--- config.mk ---
export PLATFORM = sky130hd
export DESIGN_NAME = job_sched
export DESIGN_NICKNAME = d
export VERILOG_FILES = /design/src/rtl/job_sched.sv
export SDC_FILE = /design/constraint.sdc
export NUM_CORES = 1
export LEC_CHECK = 0
export ABC_AREA = 1
export CORE_ASPECT_RATIO = 1.4
export CORE_UTILIZATION = 50
export CTS_BUF_LIST = sky130_fd_sc_hd__clkbuf_8
export CTS_CLUSTER_DIAMETER = 40
export CTS_CLUSTER_SIZE = 24
export DETAILED_ROUTE_END_ITERATION = 16
export PLACE_DENSITY = 0.82
export SETUP_SLACK_MARGIN = 0.05
export SKIP_LAST_GASP = 1
export SLEW_MARGIN = 20
export SYNTH_ARGS = -nofsm -noshare
export SYNTH_HDL_FRONTEND = slang
export SYNTH_SLANG_ARGS = --single-unit
--- constraint.sdc ---
create_clock -name AXIS_ACLK -period 3.7 [get_ports AXIS_ACLK]
set_clock_uncertainty 0.2 [all_clocks]
set_input_delay 0.555 -clock AXIS_ACLK [delete_from_list [all_inputs] [get_ports AXIS_ACLK]]
set_output_delay 0.555 -clock AXIS_ACLK [all_outputs]
set_load 0.02 [all_outputs]
--- src/rtl/job_sched.sv ---
// Run-time sequencer for the HDC encode datapath: derives per-core loop bounds from the
// job configuration by restoring division, then drives the gen and run phases.
module job_sched #(
    parameter int NUM_CORE = 32,
    parameter int ADDR_W   = 20,
    parameter int NGRAM_W  = 5,
    parameter int ITEM_W   = 16
) (
    input  logic                        AXIS_ACLK,
    input  logic                        AXIS_ARESETN,
    input  logic                        start,
    input  logic                        abort,
    input  logic [ADDR_W-1:0]           cfg_addr_num,
    input  logic [NGRAM_W-1:0]          cfg_ngram,
    input  logic [ITEM_W-1:0]           cfg_item_num,
    input  logic                        stream_last_hs,
    output logic                        gen,
    output logic                        run,
    output logic [ADDR_W-1:0]           addr_i,
    output logic [ADDR_W-1:0]           addr_j,
    output logic [$clog2(NUM_CORE)-1:0] remainder,
    output logic [ITEM_W-1:0]           item_memory_num,
    output logic                        busy,
    output logic                        done,
    output logic                        err
);

    localparam int CW    = $clog2(NUM_CORE);
    localparam int DCNTW = $clog2(ADDR_W + 1);

    localparam logic [2:0] S_IDLE = 3'd0;
    localparam logic [2:0] S_DIV  = 3'd1;
    localparam logic [2:0] S_GEN  = 3'd2;
    localparam logic [2:0] S_RUN  = 3'd3;
    localparam logic [2:0] S_DONE = 3'd4;

    logic [2:0]         state;
    logic [ADDR_W-1:0]  dividend;
    logic [NGRAM_W-1:0] part_rem;
    logic [NGRAM_W-1:0] ngram_q;
    logic [ITEM_W-1:0]  item_q;
    logic [DCNTW-1:0]   div_cnt;
    logic [ITEM_W-1:0]  gen_cnt;

    logic [NGRAM_W:0]   partial;
    logic               q_bit;
    logic [NGRAM_W-1:0] rem_next;
    logic [ADDR_W-1:0]  grams_next;
    logic [ADDR_W-1:0]  grams_hi;
    logic [CW-1:0]      grams_lo;
    logic               cfg_invalid;
    logic               div_last;

    // Dividend register shifts the quotient in from the right as the dividend bits leave on the left.
    always_comb begin
        partial    = {part_rem, dividend[ADDR_W-1]};
        q_bit      = (partial >= {1'b0, ngram_q});
        rem_next   = q_bit ? NGRAM_W'(partial - {1'b0, ngram_q}) : partial[NGRAM_W-1:0];
        grams_next = {dividend[ADDR_W-2:0], q_bit};
        grams_hi   = grams_next >> CW;
        grams_lo   = grams_next[CW-1:0];
    end

    assign cfg_invalid = (cfg_ngram == '0) || (cfg_item_num == '0) ||
                         (cfg_addr_num < ADDR_W'(cfg_ngram));
    assign div_last    = (div_cnt == DCNTW'(ADDR_W - 1));
    assign busy        = (state != S_IDLE);

    always_ff @(posedge AXIS_ACLK or negedge AXIS_ARESETN) begin
        if (!AXIS_ARESETN) begin
            state           <= S_IDLE;
            dividend        <= '0;
            part_rem        <= '0;
            ngram_q         <= '0;
            item_q          <= '0;
            div_cnt         <= '0;
            gen_cnt         <= '0;
            gen             <= 1'b0;
            run             <= 1'b0;
            done            <= 1'b0;
            err             <= 1'b0;
            addr_i          <= '0;
            addr_j          <= '0;
            remainder       <= '0;
            item_memory_num <= '0;
        end else if (abort && (state != S_IDLE)) begin
            state <= S_IDLE;
            gen   <= 1'b0;
            run   <= 1'b0;
            done  <= 1'b0;
        end else begin
            case (state)
                S_IDLE: begin
                    if (start && !abort) begin
                        if (cfg_invalid) begin
                            err <= 1'b1;
                        end else begin
                            err      <= 1'b0;
                            dividend <= cfg_addr_num;
                            ngram_q  <= cfg_ngram;
                            item_q   <= cfg_item_num;
                            part_rem <= '0;
                            div_cnt  <= '0;
                            state    <= S_DIV;
                        end
                    end
                end
                S_DIV: begin
                    dividend <= grams_next;
                    part_rem <= rem_next;
                    div_cnt  <= div_cnt + 1'b1;
                    if (div_last) begin
                        // An exact multiple of NUM_CORE fills the last round, so no partial round remains.
                        if (grams_lo == '0) begin
                            addr_i    <= grams_hi - ADDR_W'(1);
                            remainder <= '0;
                        end else begin
                            addr_i    <= grams_hi;
                            remainder <= CW'(NUM_CORE - int'(grams_lo));
                        end
                        addr_j          <= ADDR_W'(ngram_q) - ADDR_W'(1);
                        item_memory_num <= item_q;
                        gen             <= 1'b1;
                        gen_cnt         <= '0;
                        state           <= S_GEN;
                    end
                end
                S_GEN: begin
                    gen_cnt <= gen_cnt + 1'b1;
                    if (gen_cnt == item_memory_num) begin
                        gen   <= 1'b0;
                        run   <= 1'b1;
                        state <= S_RUN;
                    end
                end
                S_RUN: begin
                    if (stream_last_hs) begin
                        run   <= 1'b0;
                        done  <= 1'b1;
                        state <= S_DONE;
                    end
                end
                S_DONE: begin
                    done  <= 1'b0;
                    state <= S_IDLE;
                end
                default: begin
                    state <= S_IDLE;
                end
            endcase
        end
    end

endmodule

==> metrics.yaml, run 1 <==
setup_path:
  cp-endpoint: "addr_i[11]"
  worstPathCellList: "inv_1, ha_1, nand2_1, nor2_1, nor3_2, nand2_1, inv_1, ha_1, nand2_1, nor2_2, ha_4, nand4_1, nor3_4, nand2_1, nor2_2, nand2_1, a21oi_1, nor2_1"
  cp.buffers_inverters: 2
  critical_path_depth: 18
  setup.worst_path.class: "register to register"
  r2r-end: "addr_i[11]"
  r2r-start: "ngram_q[2]"
  required_ns: 3.83
  rr_worst_depth: 18
  cpPeakStageDelay_ns: 0.39
  crit_start: "ngram_q[2]"
  crit_top_cell: "nand2_1"
  crit_arrival_ns: 3.44
  cp_max_fo: 8
  crit_family: "simple AND/OR/NAND/NOR gates"
  start_kind: "register"
  crit_slowest_cell: "dfrtp_1"
  rrSetupSlack_ns: 0.39
  crit_path_end_kind: "register"
synth:
  ys_top_cells_by_area: "dfrtp_1 45%, nand2_1 15%, o21ai_0 5.6%"
  netlist-cell-type-count: 37
  syn_avg_cell_area_um2: 7.61
  netlist_area_um2: 6450
  synth-async-reset-ratio_pct: 100
  synthAdderAreaFrac_pct: 3.22
  synthFlopType: "dfrtp_1"
  synth_common_cells: "260 x nand2_1, 117 x dfrtp_1, 90 x inv_1"
  synth_edf_count: 0
  synth_most_common_cell: "nand2_1"
  synth_compound_area_share_pct: 10.4
  syn_nets: 910
  synth_xor_area_share_pct: 1.90
  ys_seq_area_share_pct: 45.4
  synth_top_family_by_area: "simple AND/OR/NAND/NOR gates"
  synth_warnings: 0
  yosys.area_share.simple_pct: 29.5
  ys_ff_latch: 117
  synth_top_area_share_pct: 45.4
  synthMuxAreaShare_pct: 0
  netlist_instances: 848
  yosysTopAreaCell: "dfrtp_1"
clock_tree:
  cts_tree: "done"
  ctsRootBufferMaster: "clkbuf_8"
  clk_latency_ns: 0.44
  clk_pin_slew_worst_paths_ns: 0.07
  numCtsBuffers: 17
  cts_buffer_depth: 2
  cts-htree-levels: 4
  cts_sinks: 117
route:
  num_vias: 5824
  dr.pass1.iters: 12
  drt_iter0_markers: 277
  drc: 3
  wl_per_cell_um: 14.3
  ant_nets: 0
  vias_per_cell: 5.25
  wl_um: 15900
sta:
  whs_ns: 0.271
  finalSetupViolCount: 0
  rsz0062_at_grt: "false"
  fin_crit_sh_pct: 89.3
  layout_setup_ws_ns: 0.394
  period_needed_ns: 3.31
  max_freq_mhz: 303
  setup_tns_ns: 0
  slew_viol_final: 0
  finalHoldViolCount: 0
  tightest_slew_ns: 0.647
  relSlewSlack_pct: 56.8
flow_run:
  cap_violations: 0
finish:
  stdcell_area_um2: 8050
  area_delta_synth_final_pct: 24.7
  n_fill_cell: 1027
  drive_above_1_share_pct: 8.03
  nNetsFinal: 1009
  antennaDiodeCount: 0
placed_design:
  io_buffer_count: 111
  place_area_um2: 7560
  dpl_worst_slack_ns: 0.171
  dpl.hpwl_um: 11700
  gp_congestion: 0.905
floorplan:
  die_w_um: 98.0
  rows: 48
  num_io_pins: 112
  die-area_um2: 13400
  start_util_pct: 51.9
  die_h_um: 136
  core_um2: 12400
grt:
  grt_use_total_pct: 25.2
  antenna_found_initial: 0
  grt_pass1_wl_um: 26600
  grt_pass1_vias: 5739
  overflow: 0
  grt_max_degree: 69
pwr:
  peakVddDrop_mv: 0.433
  power_density_nw_per_um2: 670
  power_leakage_nw: 3.90
  p_total_mw: 5.39
outcome:
  outcome: "finished with violations"
  violations: "design-rule violations"
worst_hold_path:
  hp-class: "register to register"
kinds of logic (layout without fill, tap and decap cells):
| kind of cell | count (synthesis) | after routing |
|---|---|---|
| and+or+nand+nor | 436 | 436 |
| AOI/OAI and AO/OA | 129 | 129 |
| buffers and inverters | 136 | 247 |
| adders and majority gates | 16 | 16 |
| xor gates and xnor gates | 14 | 14 |
| DFF | 117 | 117 |
routing by layer:
metal	up-vias	wire length (µm)	GRT usage (%)	share of wire (%)
li1	2882	-	-	-
met1	2755	6430	29.1	41
met2	148	8430	45.1	53
met3	39	585	5.30	3.7
met4	0	411	11.0	2.6
met5	-	0	0	0
state kept, by name (all words and copies together) (netlist names):
signal / flops
dividend: 20
addr_i: 16
gen_cnt: 16
item_memory_num: 16
item_q: 16
addr_j: 6
div_cnt: 5
ngram_q: 5
part_rem: 5
remainder: 5
state: 3
done: 1
err: 1
gen: 1
run: 1
how the worst min path moves through the flow:
stage,startpoint,endpoint,cells past startpoint
floorplan,AXIS_ARESETN,addr_i[0],0
global placement,item_q[12],item_q[12],2
detailed placement,item_q[1],item_q[1],2
CTS,item_q[7],item_q[7],2
global route,item_q[12],item_q[12],2
finish,item_q[7],item_q[7],2
final cells by class:
class | count | area (µm²) | share of cell area, %
clock inverters | 12 | 185 | 2.30
multi-input cells | 595 | 2940 | 36.5
clock buffers | 19 | 262 | 3.25
repair buffers | 119 | 1180 | 14.7
flip-flops and latches | 117 | 2930 | 36.4
well taps | 150 | 188 | 2.33
inverters | 97 | 367 | 4.56
worst reg2reg max path, stage by stage, from the launching register on:
cell and delay [ns]:
dfrtp_1 0.39, inv_1 0.09, ha_1 0.35, nand2_1 0.09, nor2_1 0.06, nor3_2 0.18
nand2_1 0.11, inv_1 0.10, ha_1 0.19, nand2_1 0.07, nor2_2 0.13, ha_4 0.20
nand4_1 0.22, nor3_4 0.29, nand2_1 0.12, nor2_2 0.15, nand2_1 0.07, a21oi_1 0.15
nor2_1 0.05
power by group:
part | switching (mW) | internal [mW]
sequential | 0.295 | 1.64
clock | 0.509 | 0.824
combinational | 1.30 | 0.825
stage by stage:
stage,cells,utilization [%]
floorplan,848,-
global placement,1076,60.8
detailed placement,1076,60.8
CTS,1108,64.5
global route,1109,64.7
finish,1109,64.7
cells in the final DEF (no fill, tap or decap), drive strengths merged:
cell type,n
o22ai,1
nor2,86
clkdlybuf4s50,110
nand2,269
o31ai,4
o21ai,79
a22oi,1
ha,15
buf,8
or2,6
xnor2,2
dlygate4sd3,1
bufinv,5
xor2,12
inv,99
clkinvlp,1
nand4,15
dfrtp,117
fa,1
o21a,1
o21bai,1
a31oi,5
nand3,35
clkbuf,19
nor4,4
a21oi,36
a22o,1
nor3,21
clkinv,4
repair_timing:
item	in CTS	in global routing
setup buffers	0	1
hold buffers	1	0
gates resized for setup	0	5
setup endpoints to repair	0	7
hold endpoints to repair	49	0
Power figures use the tool's default switching activity.
==> inputs of run 2 (changes only) <==
- CORE_UTILIZATION: 50 -> 55
- PLACE_DENSITY: 0.82 -> 0.89
==> run 2 against run 1 <==
  * The run now ends clean
  * Largest cell class is now flip-flops and latches
  * Largest power group unchanged
  * Critical path depth is 2 higher
  * Sequential share of layout area is 0.24 points higher
  * Fmax barely moved
  * Utilization is 5.4 points higher
  * Critical endpoint is now addr_i[12]
  * Clock power down 5%
  * Global-route usage increased by 2.4 points
  * Critical path type unchanged
  * Cell count decreased by 0.72%
==> metrics.yaml, run 2 (synthesized netlist as in run 1, its figures left out) <==
sta:
  fin_crit_sh_pct: 89.4  # about the same
  finalHoldViolCount: 0  # unchanged
  rsz0062_at_grt: "false"
  max_freq_mhz: 302  # about the same
  slew_viol_final: 0  # unchanged
  period_needed_ns: 3.31  # +0.00132 ns
  layout_setup_ws_ns: 0.393  # -0.00132 ns
  setup_tns_ns: 0  # unchanged
  finalSetupViolCount: 0  # unchanged
  tightest_slew_ns: 0.809  # +0.161 ns
  relSlewSlack_pct: 46.1  # -11 points
grt:
  grt_use_total_pct: 27.7  # +2.4 points
  grt_pass1_wl_um: 25800  # -2.9%
  grt_max_degree: 64  # -7.2%
  grt_pass1_vias: 5582  # -2.7%
  overflow: 0  # unchanged
  antenna_found_initial: 0  # unchanged
clock_tree:
  ctsRootBufferMaster: "clkbuf_8"
  clk_latency_ns: 0.45  # about the same
  cts_tree: "done"
  cts_sinks: 117  # unchanged
  cts_setup_buffers: 0  # unchanged
  numCtsBuffers: 17  # unchanged
  cts_buffer_depth: 2  # unchanged
  postCtsHoldBufs: 0  # -1
  clk_pin_slew_worst_paths_ns: 0.07  # about the same
  cts_resized: 0  # unchanged
  cts-htree-levels: 4  # unchanged
finish:
  drive_above_1_share_pct: 7.73  # -0.30 points
  fin_util_pct: 70.1  # +5.4 points
  final_cell_mix: "260 x nand2_1, 117 x dfrtp_1, 110 x clkdlybuf4s50_1"
  layout_commonest_cell: "nand2_1"
  register_area_um2: 2930  # unchanged
  nNetsFinal: 1006  # -0.30%
  finalNonFillerCells: 1101  # -0.72%
  n_fill_cell: 858  # -16%
  top_register: "dividend"
  largest_reg_flops: 20  # unchanged
  antennaDiodeCount: 0  # unchanged
  area_delta_synth_final_pct: 23.9
  multi_input_area_um2: 2920  # -0.43%
setup_path:
  r2r-end: "addr_i[12]"
  crit_arrival_ns: 3.45  # about the same
  rr_worst_depth: 20  # +2
  rrSetupSlack_ns: 0.39  # about the same
  crit_path_end_kind: "register"
  setup.worst_path.class: "register to register"
  required_ns: 3.84  # about the same
  cp_max_fo: 8  # unchanged
  r2r-start: "ngram_q[3]"
  start_kind: "register"
floorplan:
  die_w_um: 93.6  # -4.6%
  start_util_pct: 56.6  # +4.7 points
  num_io_pins: 112  # unchanged
  die-area_um2: 12200  # -8.9%
  die_h_um: 130  # -4.6%
  rows: 46  # -4.2%
  core_um2: 11400  # -8.3%
placed_design:
  dpl_worst_slack_ns: 0.261  # +0.0892 ns
  gp_congestion: 0.942  # +4.1%
  dp_cells: 1069  # -0.65%
  io_buffer_count: 111  # unchanged
  dpl.hpwl_um: 11400  # -2.9%
route:
  drt_iter0_markers: 342  # +23%
  dr.pass1.iters: 6  # -6
  drc: 0  # -3
  num_vias: 5950  # +2.2%
  ant_nets: 0  # unchanged
  vias_per_cell: 5.40  # +2.9%
  wl_per_cell_um: 14.5  # +1.2%
  wl_um: 15900  # +0.47%
worst_hold_path:
  hp-class: "input port to async pin"
outcome:
  outcome: "completed"
pwr:
  p_total_mw: 5.34  # -0.98%
  power_leakage_nw: 3.88  # -0.38%
  peakVddDrop_mv: 0.466  # +7.6%
  power_density_nw_per_um2: 668  # -0.31%
flow_run:
  cap_violations: 0  # unchanged
==> run 2: layer usage <==
layer  vias to the layer above  share of wire (%)  track usage (%)
met5                         -                  0                0
met4                         0                2.8             12.5
met3                        35                5.6             6.64
met2                       229                 53             48.6
met1                      2789                 39             31.9
li1                       2897                  -                -
==> run 2: area by class of cell <==
type | count | share of cell area, %
inverters | 97 | 4.59
flip-flops and latches | 117 | 36.6
clock inverters | 13 | 2.05
clock buffers | 19 | 3.27
well taps | 144 | 2.25
multi-input cells | 595 | 36.6
repair buffers | 116 | 14.7
==> run 2: worst max-delay path, stage by stage, from the launching register on <==
cell     delay (ns)
dfrtp_1        0.38
inv_1          0.12
ha_1           0.29
a21oi_1        0.17
o21ai_0        0.12
nand2_1        0.09
nand2_1        0.07
inv_1          0.11
ha_1           0.18
nand2_1        0.07
nor2_1         0.10
ha_2           0.27
nand4_1        0.13
nor2_1         0.21
inv_1          0.11
nor2_2         0.20
nand2_1        0.10
nand2_1        0.07
nand2_1        0.05
o22ai_1        0.11
inv_1          0.05
==> run 2: stage by stage <==
stage	hold WS [ns]	instance area, µm²
after global routing	0.0587	7990
after global placement	0.253	7550
final	0.00351	7990
after floorplan	0.0594	6450
after CTS	0.0203	7980
after detailed placement	0.259	7550
==> run 2: how the worst max path moves through the flow <==
stage               slack, ns        from    endpoint
floorplan                0.54  ngram_q[2]  addr_i[11]
global placement         0.38  ngram_q[2]  addr_i[11]
detailed placement       0.26  ngram_q[1]  addr_i[11]
CTS                      0.22  ngram_q[2]  addr_i[11]
global route             0.07  ngram_q[2]  addr_i[11]
finish                   0.39  ngram_q[3]  addr_i[12]
==> run 2: power by group <==
part	switching (mW)	total (mW)	leakage, nW	internal (mW)
clock network	0.517	1.27	0.229	0.755
registers	0.300	1.94	1.43	1.64
logic	1.31	2.13	2.22	0.824
total	2.12	5.34	3.88	3.22
